$ cat config.mk
export PLATFORM = sky130hd
export DESIGN_NAME = controlador_exibicao_sequencia
export DESIGN_NICKNAME = d
export VERILOG_FILES = /design/src/rtl/controlador_exibicao_sequencia_pkg.sv /design/src/rtl/controlador_exibicao_sequencia_contador_tempo.sv /design/src/rtl/controlador_exibicao_sequencia.sv
export SDC_FILE = /design/constraint.sdc
export NUM_CORES = 1
export LEC_CHECK = 0
export CORE_MARGIN = 2
export CORE_UTILIZATION = 51
export DETAILED_ROUTE_END_ITERATION = 8
export GPL_TIMING_DRIVEN = 1
export PLACE_DENSITY = 0.83
export SYNTH_ARGS = -nofsm -noshare
export SYNTH_HDL_FRONTEND = slang
export SYNTH_HIERARCHICAL = 1
export SYNTH_SLANG_ARGS = --single-unit
$ cat constraint.sdc
create_clock -name clock -period 5.45 [get_ports clock]
set_clock_uncertainty 0.05 [all_clocks]
set_input_delay 1.09 -clock clock [delete_from_list [all_inputs] [get_ports clock]]
set_output_delay 1.09 -clock clock [all_outputs]
set_load 0.01 [all_outputs]
$ cat src/rtl/controlador_exibicao_sequencia_pkg.sv
// Shared state codes for the sequence display controller.
// Also decodes db_estado in the control unit and in benches.
package controlador_exibicao_sequencia_pkg;

  typedef enum logic [2:0] {
    INICIAL    = 3'd0,
    ESPERA_MEM = 3'd1,
    ACENDE     = 3'd2,
    APAGA      = 3'd3,
    FIM        = 3'd4
  } estado_t;

  localparam int ESTADO_W = 4;

  function automatic int max3(
    input int a,
    input int b,
    input int c
  );
    int m;
    m = a;
    if (b > m) m = b;
    if (c > m) m = c;
    return m;
  endfunction

endpackage

$ cat src/rtl/controlador_exibicao_sequencia_contador_tempo.sv
// Clearable up-counter timing the on/off phases.
// Ports: clock, reset (async low), zera (clear), conta (inc), contagem.
module contador_tempo #(
  parameter int W = 4
) (
  input  logic         clock,
  input  logic         reset,
  input  logic         zera,
  input  logic         conta,
  output logic [W-1:0] contagem
);

  logic [W-1:0] cnt_q;
  logic [W-1:0] cnt_d;

  always_comb begin
    cnt_d = cnt_q;
    if (zera) begin
      cnt_d = '0;
    end else if (conta) begin
      cnt_d = cnt_q + 1'b1;
    end
  end

  always_ff @(posedge clock or negedge reset) begin
    if (!reset) begin
      cnt_q <= '0;
    end else begin
      cnt_q <= cnt_d;
    end
  end

  assign contagem = cnt_q;

endmodule

$ cat src/rtl/controlador_exibicao_sequencia.sv
// Walks sequence memory 0..limite, lighting each pattern then blanking.
// Ports: clock, reset(async low), iniciar, abortar, limite, dificuldade,
//   dado_memoria in; endereco, leds, ocupado, pronto, db_estado out.
module controlador_exibicao_sequencia
  import controlador_exibicao_sequencia_pkg::*;
#(
  parameter int ADDR_W      = 4,
  parameter int DATA_W      = 4,
  parameter int T_ON_NORMAL = 8,
  parameter int T_ON_RAPIDO = 4,
  parameter int T_OFF       = 2
) (
  input  logic                clock,
  input  logic                reset,
  input  logic                iniciar,
  input  logic                abortar,
  input  logic [ADDR_W-1:0]   limite,
  input  logic                dificuldade,
  input  logic [DATA_W-1:0]   dado_memoria,
  output logic [ADDR_W-1:0]   endereco,
  output logic [DATA_W-1:0]   leds,
  output logic                ocupado,
  output logic                pronto,
  output logic [ESTADO_W-1:0] db_estado
);

  localparam int TMAX = max3(T_ON_NORMAL, T_ON_RAPIDO, T_OFF);
  localparam int TW   = $clog2(TMAX + 1);

  // Timer value on the last clock of each phase
  localparam logic [TW-1:0] ULT_ON_N = TW'(T_ON_NORMAL - 1);
  localparam logic [TW-1:0] ULT_ON_R = TW'(T_ON_RAPIDO - 1);
  localparam logic [TW-1:0] ULT_OFF  = TW'(T_OFF - 1);

  estado_t state_q;
  estado_t state_d;

  logic [ADDR_W-1:0] endereco_q, endereco_d;
  logic [ADDR_W-1:0] limite_q, limite_d;
  logic              dif_q, dif_d;
  logic [DATA_W-1:0] leds_q, leds_d;

  logic [TW-1:0] tempo;
  logic          zera, conta;
  logic          fim_on, fim_off, ultimo;
  logic          carrega, incrementa, limpa_end;
  logic          captura, pronto_c, ocupado_c;

  contador_tempo #(
    .W(TW)
  ) u_tempo (
    .clock    (clock),
    .reset    (reset),
    .zera     (zera),
    .conta    (conta),
    .contagem (tempo)
  );

  assign fim_on  = tempo == (dif_q ? ULT_ON_R : ULT_ON_N);
  assign fim_off = tempo == ULT_OFF;
  assign ultimo  = endereco_q == limite_q;

  always_ff @(posedge clock or negedge reset) begin
    if (!reset) begin
      state_q <= INICIAL;
    end else begin
      state_q <= state_d;
    end
  end

  always_comb begin
    state_d = state_q;
    case (state_q)
      INICIAL:    if (iniciar) state_d = ESPERA_MEM;
      ESPERA_MEM: state_d = ACENDE;
      ACENDE:     if (fim_on) state_d = APAGA;
      APAGA: begin
        if (fim_off) state_d = ultimo ? FIM : ESPERA_MEM;
      end
      FIM:        state_d = INICIAL;
      default:    state_d = INICIAL;
    endcase
    if (abortar) state_d = INICIAL;
  end

  always_comb begin
    zera       = 1'b1;
    conta      = 1'b0;
    carrega    = 1'b0;
    incrementa = 1'b0;
    limpa_end  = 1'b0;
    captura    = 1'b0;
    pronto_c   = 1'b0;
    ocupado_c  = 1'b1;
    case (state_q)
      INICIAL: begin
        ocupado_c = 1'b0;
        limpa_end = 1'b1;
        carrega   = iniciar;
      end
      ESPERA_MEM: captura = 1'b1;
      ACENDE: begin
        zera  = fim_on;
        conta = ~fim_on;
      end
      APAGA: begin
        zera       = fim_off;
        conta      = ~fim_off;
        // compare before increment so the address never wraps
        incrementa = fim_off & ~ultimo;
      end
      FIM: begin
        pronto_c  = 1'b1;
        limpa_end = 1'b1;
      end
      default: limpa_end = 1'b1;
    endcase
    if (abortar) begin
      zera       = 1'b1;
      conta      = 1'b0;
      carrega    = 1'b0;
      incrementa = 1'b0;
      captura    = 1'b0;
      pronto_c   = 1'b0;
      limpa_end  = 1'b1;
    end
  end

  always_comb begin
    endereco_d = endereco_q;
    limite_d   = limite_q;
    dif_d      = dif_q;
    leds_d     = '0;
    if (limpa_end) begin
      endereco_d = '0;
    end else if (incrementa) begin
      endereco_d = endereco_q + 1'b1;
    end
    if (carrega) begin
      limite_d = limite;
      dif_d    = dificuldade;
    end
    // LEDs load on ACENDE entry, hold through it, blank otherwise
    if (captura) begin
      leds_d = dado_memoria;
    end else if (state_d == ACENDE) begin
      leds_d = leds_q;
    end
  end

  always_ff @(posedge clock or negedge reset) begin
    if (!reset) begin
      endereco_q <= '0;
      limite_q   <= '0;
      dif_q      <= 1'b0;
      leds_q     <= '0;
    end else begin
      endereco_q <= endereco_d;
      limite_q   <= limite_d;
      dif_q      <= dif_d;
      leds_q     <= leds_d;
    end
  end

  assign endereco  = endereco_q;
  assign leds      = leds_q;
  assign ocupado   = ocupado_c;
  assign pronto    = pronto_c;
  assign db_estado = {1'b0, state_q};

endmodule

# Yosys cells after proc, flatten, opt, wreduce, memory -nomap -nowiden
# Cells that the tools add are included.
word_totals:
  mem_bits_rw: 0
  latch_bits: 0
  rom_bits: 0
  n_memories: 0
  output_inout_bits: 14
  regBits: 20
op_classes:
  n_reduce_logical: 4
  n_addsub: 2
  bitwise: 4
  magnitude_cmp: 0
  shifts: 0
  n_eq_ne: 9
  div_mod_pow: 0
  mux: 28
  multipliers: 0
op_table:
  columns: ["op", "n"]
  rows:
  - ["4-bit two-way mux", 6]
  - ["3-bit two-way mux", 6]
  - ["1-bit two-way mux", 13]
  - ["3-bit case mux with 4 select lines", 1]
  - ["3-bit by 2-bit == test with 1-bit output (second input constant)", 3]
  - ["4-bit by 1-bit adder with 4-bit output (second input constant)", 2]
  - ["4-bit by 1-bit == test with 1-bit output (second input constant)", 1]
  - ["4-bit by 3-bit == test with 1-bit output", 1]
  - ["4-bit == test", 1]
  - ["1-bit case mux with 2 select lines", 2]
  - ["2-bit nonzero test", 2]
  - ["3-bit by 1-bit == test with 1-bit output (second input constant)", 1]
  - ["3-bit == test (second input constant)", 1]
  - ["3-bit logical NOT", 1]
  - ["1-bit inverter", 3]
  - ["3-bit OR reduction", 1]
  - ["2-bit inequality test (second input constant)", 1]
  - ["1-bit bitwise AND", 1]

# Depth between registers and ports, before layout
# Gate-level depths: netlist of run 1.
logic_depth:
  word_depth: 8
  ltp_mapped: 6
  mapped_depth_nobuf: 6

# Modules after synthesis
# The synthesis of run 1 kept the hierarchy.
by_module_without_submodules:
  columns: ["module", "area_each_um2", "seq_area_each_um2", "cells_per_inst", "instances"]
  rows:
  - ["controlador_exibicao_sequencia", 848.3, 400.4, 76, 1]
  - ["contador_tempo", 192.7, 100.1, 16, 1]

# Least setup slack after synthesis of run 1
# OpenSTA, ideal clock, no wires.
synth_path:
  kind: "input -> output"
  start: "input port abortar"
  end: "output port pronto"
  setup_slack_ns: 2.736
  arrival_time_ns: 1.574
  path_buffers: 0
  path_stages: 1
  cell_sequence: "nor4b_1"
synth_via:
  elab_chain_len: 1
synth_lines:
  columns: ["item", "line", "text"]
  rows:
  - ["start: declaration", "controlador_exibicao_sequencia.sv:16", "input logic abortar,"]
  - ["1-bit two-way mux", "controlador_exibicao_sequencia.sv:118", "if (abortar) begin"]
  - ["end: declaration", "controlador_exibicao_sequencia.sv:23", "output logic pronto,"]
# No other way between the ends.

# Final worst setup path of run 1
# Same ends and word-level chain as after synthesis.

==> results.yml, run 1 <==
setup_path:
  cp_data_arrival_time_ns: 2.48
  required_ns: 4.31
  critPathSlowestCell: "clkdlybuf4s50_1"
  max_stage_delay_ns: 0.60
  critPathBufInv: 2
  cp-end-kind: "output port"
  cp-start-kind: "input pin"
  path_max_fanout: 3
  path_cells: "clkdlybuf4s50_1 > nor4b_1 > clkdlybuf4s50_1"
  critPathTopFamily: "buffers and inverters"
  crit_type: "input pin to output port"
  cp_common_cell: "clkdlybuf4s50_1"
floorplanning:
  die_area_mm2: 0.002419
  die_w_um: 49.18
  die_h_um: 49.18
  io_pins: 27
  initial_core_util: 0.5361
  coreArea_mm2: 0.001942
  num_rows: 16
cts:
  cts_tree: "yes"
  postCtsSetupRepairBufs: 0
  cts_sinks: 20
  cts-buffers-inserted: 3
  clock_path_buffers: 2
  htreeDepth: 1
  post_cts_resized: 0
  cts_hold_buffers: 0
  root_buffer: "clkbuf_4"
  clkTransAtPathRegs_ns: 0.10
  clock_latency_ns: 0.30
timing:
  min_period_ns: 3.620
  setup_viol: 0
  fmax_mhz: 276.2
  max_slew_margin: 0.4161
  tightest_slew_ns: 0.8731
  finalSetupTns_ns: 0
  post-route-period-util: 0.6643
  hold_violations: 0
  whs_ns: 0.4661
  grt_setup_unrepaired: "no"
  slew_viol_final: 0
global_routing:
  grt_pass1_vias: 783
  grt_max_degree: 21
  antenna_found_initial: 0
  gr-total-overflow: 0
  grt_pass1_wl_mm: 3.477
  track_usage: 0.1855
logic_synthesis:
  ys_ff_latch: 20
  synth_edf_count: 0
  syn_avg_cell_area_um2: 11.32
  seq_area_frac_synth: 0.4808
  synth_cells: 92
  async_reset_ff_frac: 1.000
  syn-num-nets: 107
  ys_types: 39
  synth_ff_type: "dfrtp_1"
  synth_area_mm2: 0.001041
  ys_warn_count: 6
placement:
  io_buffers: 25
  place_congestion: 0.8204
  dp_hpwl_mm: 1.584
  place_inst: 143
pwr:
  switchingPower_mw: 0.07494
  sw_frac_of_total: 0.2594
  combPwrFrac: 0.181
  p_total_mw: 0.2890
  seqPwrFrac: 0.581
  p_int_mw: 0.2140
  cellPowerDensity_mw_per_mm2: 215.6
  leakage_nw: 0.5728
  ir_worst_vdd_uv: 197.7
  power.share.clock: 0.238
drt:
  first_iter_violations: 12
  avgRoutedWirePerCell_um: 14.09
  via_per_inst: 5.596
  wl_mm: 2.057
  drc_errors: 0
  detail-route-antenna-nets: 0
  vias: 817
  drtPass1Iterations: 4
cells_and_area:
  fin_nets: 136
  antenna_cells: 0
  fin_cells: 146
  layout_common_cells: "clkdlybuf4s50_1, dfrtp_1, nor2_1"
  drive_gt1_frac: 0.1008
  syn_to_final_growth_pct: 28.73
  final_common_cell: "clkdlybuf4s50_1"
hold_path:
  hold_path_class: "register to register"
flow_run:
  maxCapViolations: 0
outcome:
  outcome: "complete, no violations"
flip-flops by register name, summed over array words and instances, names as in the netlist:
name	flops
limite_q	4
state_q	3
leds	4
endereco	4
u_tempo/contagem	4
dif_q	1
Yosys cell counts (2+ instances only):
cell type | instances | area (µm²)
a21boi_1 | 2 | 15.01
or3_1 | 2 | 12.51
mux2i_1 | 3 | 30.03
nand3_1 | 4 | 20.02
ha_1 | 2 | 25.02
nand4_1 | 3 | 18.77
a22o_1 | 4 | 35.03
xnor2_1 | 5 | 43.79
nor2_1 | 8 | 30.03
mux2_1 | 5 | 56.30
nor2b_1 | 3 | 18.77
nand2_1 | 5 | 18.77
dfrtp_1 | 20 | 500.5
power groups by stage:
| stage | sequential (mW) | clock, mW | combinational, mW |
|---|---|---|---|
| after CTS | 0.168 | 0.0697 | 0.0529 |
| after global placement | 0.171 | 0 | 0.0511 |
| after floorplan | 0.170 | 0 | 0.0297 |
| final | 0.168 | 0.0688 | 0.0523 |
| after detailed placement | 0.171 | 0 | 0.0527 |
| after global routing | 0.169 | 0.0756 | 0.0584 |
logic make-up after synthesis:
family / synth area share
compound gates: 0.1021
xor+xnor: 0.05048
fa+ha+maj: 0.02403
buf+inv: 0.01442
flops: 0.4808
mux: 0.09735
other cells: 0.003602
simple gates: 0.2272
area by class of cell:
cell class,count,area [µm²]
tap,27,33.78
inverter,2,7.507
sequential,20,500.5
multi-input combinational,69,525.5
fill,152,601.8
timing repair buffer,25,250.2
clock buffer,3,22.52
per-stage QoR:
| stage | utilization | worst slack (ns) | instance area, µm² |
|---|---|---|---|
| 6_report | 0.6901 | 1.830 | 1340 |
| 5_1_grt | 0.6901 | 1.807 | 1340 |
| 4_1_cts | 0.6901 | 1.822 | 1340 |
| 3_5_place_dp | 0.6785 | 1.834 | 1318 |
| 3_3_place_gp | 0.6785 | 1.927 | 1318 |
| 2_1_floorplan | - | 2.736 | 1041 |
worst paths after layout:
path | cells past startpoint | to | slack (ns) | start
worst max-delay path | 3 | pronto | 1.83 | abortar
worst min-delay path | 1 | leds[1]$_DFFE_PN0P_ | 0.47 | leds[1]$_DFFE_PN0P_
worst max register to register | 6 | u_tempo/contagem[3]$_DFFE_PN0P_ | 3.38 | u_tempo/contagem[2]$_DFFE_PN0P_
worst min register to register | 1 | leds[1]$_DFFE_PN0P_ | 0.47 | leds[1]$_DFFE_PN0P_
max in group asynchronous | 1 | leds[2]$_DFFE_PN0P_ | 3.59 | reset
min in group asynchronous | 1 | limite_q[1]$_DFFE_PN0P_ | 1.23 | reset
routing by layer:
layer | vias up | routed length (µm) | GRT usage
met2 | 26 | 991 | 0.3041
met3 | 4 | 93 | 0.02454
met4 | 0 | 30 | 0.08571
met5 | - | 0 | 0
met1 | 394 | 941 | 0.2430
li1 | 393 | - | -
(Power assumes the default switching activity.)
==> run 2: changes to the inputs <==
Settings changed: CORE_UTILIZATION 51 to 43, PLACE_DENSITY 0.83 to 0.75.
Clock period 5.45 ns to 3 ns, I/O delays scaled along.
==> results.yml, run 2 (same netlist as run 1, synthesis figures left out) <==
cts:
  clock_latency_ns: 0.30
  cts-buffers-inserted: 3
  postCtsSetupRepairBufs: 0
  cts_tree: "yes"
  root_buffer: "clkbuf_4"
  post_cts_resized: 0
  cts_sinks: 20
  htreeDepth: 1
  cts_hold_buffers: 0
  clock_path_buffers: 2
  clkTransAtPathRegs_ns: 0.11
cells_and_area:
  drive_gt1_frac: 0.1083
  multi_input_area_um2: 525.5
  fin_nets: 136
  n_fill_cell: 193
  regArea_um2: 500.5
  fin_util: 0.6010
  layout_common_cells: "clkdlybuf4s50_1, dfrtp_1, nor2_1"
  syn_to_final_growth_pct: 30.17
  antenna_cells: 0
  final_common_cell: "clkdlybuf4s50_1"
setup_path:
  cp_data_arrival_time_ns: 1.99
  cp-start-kind: "input pin"
  crit_type: "input pin to output port"
  path_max_fanout: 3
  cp-end-kind: "output port"
  ff2ff_setup_slack_ns: 0.94
  required_ns: 2.35
timing:
  min_period_ns: 2.642
  hold_violations: 0
  tightest_slew_ns: 0.8517
  grt_setup_unrepaired: "no"
  whs_ns: 0.4669
  slew_viol_final: 0
  max_slew_margin: 0.4304
  post-route-period-util: 0.8806
  fmax_mhz: 378.5
  setup_viol: 0
  finalSetupTns_ns: 0
floorplanning:
  die_h_um: 53.20
  die_area_mm2: 0.002830
  initial_core_util: 0.4617
  coreArea_mm2: 0.002255
  io_pins: 27
  die_w_um: 53.20
  num_rows: 17
flow_run:
  maxCapViolations: 0
global_routing:
  track_usage: 0.1782
  grt_pass1_wl_mm: 3.601
  antenna_found_initial: 0
  grt_pass1_vias: 821
  gr-total-overflow: 0
  grt_max_degree: 21
drt:
  wl_mm: 2.137
  wl_met1_um: 939
  detail-route-antenna-nets: 0
  drtPass1Iterations: 4
  drc_errors: 0
  first_iter_violations: 16
  dr_wl_met2_mm: 1.097
  vias: 816
  top_layer: "met4"
  met3_length_um: 89
  via_per_inst: 5.514
  avgRoutedWirePerCell_um: 14.44
outcome:
  outcome: "complete, no violations"
hold_path:
  hold_path_class: "register to register"
pwr:
  cellPowerDensity_mw_per_mm2: 407.2
  ir_worst_vdd_uv: 270.5
  leakage_nw: 0.5800
placement:
  place_congestion: 0.7758
  dp_hpwl_mm: 1.679
  io_buffers: 25
==> run 2: changes by cell type in the layout (fill, tap and decap cells not counted) <==
cell      previous run  this run
clkbuf_8             0         1
==> run 2: cell type report <==
cell class                      instances  area share
Clock buffer                            4     0.02678
Inverter                                2    0.005540
Multi-Input combinational cell         69      0.3878
Sequential cell                        20      0.3693
Tap cell                               28     0.02585
Timing Repair Buffer                   25      0.1847
==> run 2: worst max-delay path: stages <==
cell             delay [ns]
clkdlybuf4s50_1        0.44
nor4b_1                0.35
clkdlybuf4s50_1        0.60
==> run 2: layer usage <==
metal	GRT usage	up-vias
li1	-	392
met1	0.2140	401
met2	0.3045	21
met3	0.05932	2
met4	0.04274	0
met5	0	-
==> run 2: through the flow <==
| stage | instance area [µm²] | total power [mW] | setup slack [ns] | std cells |
|---|---|---|---|---|
| CTS | 1355 | 0.5623 | 0.3818 | 148 |
| floorplan | 1041 | 0.3633 | 1.094 | 92 |
| global placement | 1319 | 0.4036 | 0.4511 | 144 |
| detailed placement | 1319 | 0.4084 | 0.3947 | 144 |
| finish | 1355 | 0.5517 | 0.3581 | 148 |
| global route | 1355 | 0.5843 | 0.2944 | 148 |
==> run 2: power by group <==
part / switching (mW) / leakage, nW / internal (mW)
sequential: 0.0173 / 0.266 / 0.289
clock: 0.0770 / 0.0210 / 0.0740
combinational: 0.0414 / 0.293 / 0.0531
==> run 2: worst paths after layout <==
kind	startpoint	endpoint	depth (start not counted)
max in group asynchronous	reset	u_tempo/contagem[3]$_DFFE_PN0P_	1
worst max-delay path	abortar	pronto	3
min in group asynchronous	reset	state_q[1]$_DFF_PN0_	1
worst max register to register	u_tempo/contagem[2]$_DFFE_PN0P_	u_tempo/contagem[3]$_DFFE_PN0P_	6
worst min register to register	leds[3]$_DFFE_PN0P_	leds[3]$_DFFE_PN0P_	1
worst min-delay path	leds[3]$_DFFE_PN0P_	leds[3]$_DFFE_PN0P_	1
==> run 3: changes to the inputs <==
Settings changed: CORE_MARGIN 2 to 1.5.
==> results.yml, run 3 (same netlist as run 1, synthesis figures left out) <==
pwr:
  ir_worst_vdd_uv: 286.8
  leakage_nw: 0.5728
  p_total_mw: 0.5247
  cellPowerDensity_mw_per_mm2: 391.2
drt:
  drc_errors: 0
  detail-route-antenna-nets: 0
  drtPass1Iterations: 4
  avgRoutedWirePerCell_um: 14.41
  vias: 811
  wl_mm: 2.118
  via_per_inst: 5.517
  first_iter_violations: 26
timing:
  post-route-period-util: 0.8684
  max_slew_margin: 0.4097
  layout_setup_ws_ns: 0.3949
  fmax_mhz: 383.9
  slew_viol_final: 0
  hold_violations: 0
  min_period_ns: 2.605
  setup_viol: 0
  whs_ns: 0.4647
  finalSetupTns_ns: 0
  tightest_slew_ns: 0.8827
  grt_setup_unrepaired: "no"
global_routing:
  grt_pass1_wl_mm: 3.615
  grt_pass1_vias: 783
  gr-total-overflow: 0
  antenna_found_initial: 0
  track_usage: 0.1817
  grt_max_degree: 21
cells_and_area:
  final_area_mm2: 0.001341
  fin_cells: 147
  n_fill_cell: 204
  layout_common_cells: "clkdlybuf4s50_1, dfrtp_1, nor2_1"
  drive_gt1_frac: 0.1008
  final_common_cell: "clkdlybuf4s50_1"
  fin_nets: 136
  syn_to_final_growth_pct: 28.85
  antenna_cells: 0
  fin_util: 0.5949
flow_run:
  maxCapViolations: 0
setup_path:
  ff2ff_setup_slack_ns: 0.91
  cp-end-kind: "output port"
  required_ns: 2.35
  cp_data_arrival_time_ns: 1.96
  r2r_start: "u_tempo/contagem[2]$_DFFE_PN0P_"
  cp-start-kind: "input pin"
  r2r_end: "u_tempo/contagem[3]$_DFFE_PN0P_"
  crit_type: "input pin to output port"
  path_max_fanout: 3
  rr_worst_depth: 6
cts:
  root_buffer: "clkbuf_4"
  clkTransAtPathRegs_ns: 0.11
  cts-buffers-inserted: 3
  cts_hold_buffers: 0
  htreeDepth: 1
  cts_tree: "yes"
  clock_latency_ns: 0.29
  postCtsSetupRepairBufs: 0
  post_cts_resized: 0
  cts_sinks: 20
  clock_path_buffers: 2
placement:
  place_inst: 144
  post-place-ws_ns: 0.4239
  dp_hpwl_mm: 1.601
  io_buffers: 25
  placed_area_mm2: 0.001319
  place_congestion: 0.7730
floorplanning:
  die_area_mm2: 0.002725
  coreArea_mm2: 0.002255
  io_pins: 27
  initial_core_util: 0.4617
  die_w_um: 52.20
  num_rows: 17
  die_h_um: 52.20
hold_path:
  hold_path_end: "leds[1]$_DFFE_PN0P_"
  hold_start: "leds[1]$_DFFE_PN0P_"
  min_delay_path_depth: 1
  hold_path_class: "register to register"
outcome:
  outcome: "complete, no violations"
==> run 3: cell type report <==
cell class | count | area [µm²] | share of cell area
multi-input combinational | 69 | 525.5 | 0.3918
sequential | 20 | 500.5 | 0.3731
timing repair buffer | 25 | 250.2 | 0.1866
tap | 28 | 35.03 | 0.02612
clock buffer | 3 | 22.52 | 0.01679
inverter | 2 | 7.507 | 0.005597
==> run 3: power breakdown <==
group / internal [mW] / total, mW / switching [mW]
clock network: 0.0467 / 0.124 / 0.0773
registers: 0.289 / 0.306 / 0.0167
logic: 0.0531 / 0.0951 / 0.0420
==> run 3: worst max path at each step <==
| stage | startpoint | to | slack [ns] | depth (start not counted) |
|---|---|---|---|---|
| finish | abortar | pronto | 0.39 | 3 |
| detailed placement | abortar | pronto | 0.42 | 3 |
| global placement | abortar | pronto | 0.44 | 3 |
| CTS | abortar | pronto | 0.41 | 3 |
| global route | abortar | pronto | 0.27 | 3 |
| floorplan | u_tempo/contagem[2]$_DFFE_PN0P_ | u_tempo/contagem[3]$_DFFE_PN0P_ | 1.09 | 6 |
==> run 3: layer usage <==
layer  track usage  share of wire  up-vias
met1        0.2444           0.46      396
met5             0              0        -
li1              -              -      391
met2        0.2996           0.50       22
met3       0.02571          0.038        2
met4       0.06410         0.0066        0
==> run 3: worst max-delay path: stages <==
cell	delay [ns]
clkdlybuf4s50_1	0.44
nor4b_1	0.32
clkdlybuf4s50_1	0.59
==> variant: new RTL, settings of run 3 <==
Set the parameter `DATA_W` to 6 (it was 4).
--- a/src/rtl/controlador_exibicao_sequencia.sv
+++ b/src/rtl/controlador_exibicao_sequencia.sv
@@ -6,5 +6,5 @@
 #(
   parameter int ADDR_W      = 4,
-  parameter int DATA_W      = 4,
+  parameter int DATA_W      = 6,
   parameter int T_ON_NORMAL = 8,
   parameter int T_ON_RAPIDO = 4,
Ports: changed (resized dado_memoria and leds); port bits go from 27 to 31. The function was not compared with the original's and may differ.
==> variant against run 3 <==
  * Routed wire length is essentially flat
  * Critical path depth is the same
  * Final area grew 11%
  * Setup slack lost 0.018 ns
  * Total power grew 26%
  * Final cell count grew 8.8%
  * Sequential power grew 8.8%
  * Sequential cell count grew 2
  * Largest cell class is now flip-flops and latches
  * Area after synthesis grew 7.3%
==> variant: results (changes against run 3) <==
status=completed; PortBufs=29 (+16%); NumNets Final=148 (+8.8%); Post-Synth Adder-Cell Area=2.24% (-0.16 points); vias in the first global route=787 (+0.51%); total number of vias=865 (+6.7%); first-pass GRT wire length=3.48 mm (-3.8%); synth top area cells=dfrtp_1 49%, mux2_2 5.0%, a22o_1 4.7%; peak supply drop=0.343 mV (+20%); critical path peak fanout=4 (+1); clock slew at reported path FFs=0.13 ns (+0.02 ns); r2r startpoint=u_tempo/contagem[3]$_DFFE_PN0P_; Tot GR Track Use=16.4% (-1.7 points); post-synthesis compound-gate area fraction=10.8% (+0.53 points); gpl congestion=0.783 (+1.3%); largest net degree at the start of global routing=23 (+9.5%); First DRT Iteration DRCs=7 (-73%); syn nets=116 (+8.4%); Post-CTS Setup Inserts=0 (unchanged); xor/xnor share of the synthesized area=4.70% (-0.34 points); drt pass-1 iters=4 (unchanged); post-synthesis sequential area ratio=49.3% (+1.2 points); Commonest cells post-synth=22 x dfrtp_1, 7 x nor2_1, 6 x a22o_1; slowest CP cell=clkdlybuf4s50_1; Post-DP HPWL=1.63 mm (+1.7%); Async SR Flop Fraction=100% (unchanged); multiplexer share of the synthesized area=9.07% (-0.67 points); Wirelength per Cell=13.3 um (-8.0%); placed cell area=1440 um2 (+8.8%); CTS Buffer Depth=2 (unchanged); class of the worst hold path=register to register; H-Tree Depth=1 (unchanged); share of cells above drive strength 1=13.1% (+3.0 points); leakage dissipation=0.646 nW (+13%)
[variant: cell count changes after synthesis, sizes merged, moves of 2 or more]
cell	before	now
nor2b	3	1
and2b	0	2
a22o	4	6
dfrtp	20	22
buf	1	3
nand3	4	6
[variant: cell type report]
| cell class | count | area, um2 |
|---|---|---|
| inverters | 3 | 11.3 |
| clock inverters | 1 | 30.0 |
| flip-flops and latches | 22 | 551 |
| fillers | 227 | 990 |
| clock buffers | 3 | 22.5 |
| multi-input cells | 71 | 538 |
| repair buffers | 30 | 298 |
| well taps | 30 | 37.5 |
[variant: power by group]
group          leakage, nW  internal (mW)  switching (mW)
clock network       0.0279          0.135          0.0889
logic                0.324         0.0618          0.0436
registers            0.294          0.317          0.0169
[variant: stage by stage]
| stage | setup slack (ns) | hold slack [ns] | total power, mW | std cells |
|---|---|---|---|---|
| finish | 0.377 | 0.475 | 0.663 | 160 |
| global route | 0.349 | 0.487 | 0.695 | 160 |
| floorplan | 1.16 | 0.254 | 0.399 | 99 |
| global placement | 0.425 | 0.438 | 0.443 | 156 |
| detailed placement | 0.390 | 0.447 | 0.446 | 156 |
| CTS | 0.378 | 0.481 | 0.670 | 160 |
[variant: cell families after synthesis]
family          Yosys count
simple gates             38
flops                    22
fa+ha+maj                 2
xor+xnor                  6
other cells               1
mux                       9
buf+inv                   6
compound gates           15
[variant: how the worst min path moves through the flow]
stage                   startpoint             endpoint  slack [ns]
2_1_floorplan                reset    dif_q$_DFFE_PN0P_        0.25
3_3_place_gp   leds[2]$_DFFE_PN0P_  leds[2]$_DFFE_PN0P_        0.44
3_5_place_dp   leds[5]$_DFFE_PN0P_  leds[5]$_DFFE_PN0P_        0.45
4_1_cts        leds[0]$_DFFE_PN0P_  leds[0]$_DFFE_PN0P_        0.48
5_1_grt        leds[5]$_DFFE_PN0P_  leds[5]$_DFFE_PN0P_        0.49
6_report       leds[0]$_DFFE_PN0P_  leds[0]$_DFFE_PN0P_        0.47
[variant: layer usage]
layer | GRT usage (%) | part of all wire (%) | vias up
met5 | 0 | 0 | -
met4 | 6.67 | 0.90 | 0
met3 | 2.50 | 4.7 | 4
met2 | 25.0 | 48 | 26
met1 | 23.4 | 46 | 412
li1 | - | - | 423
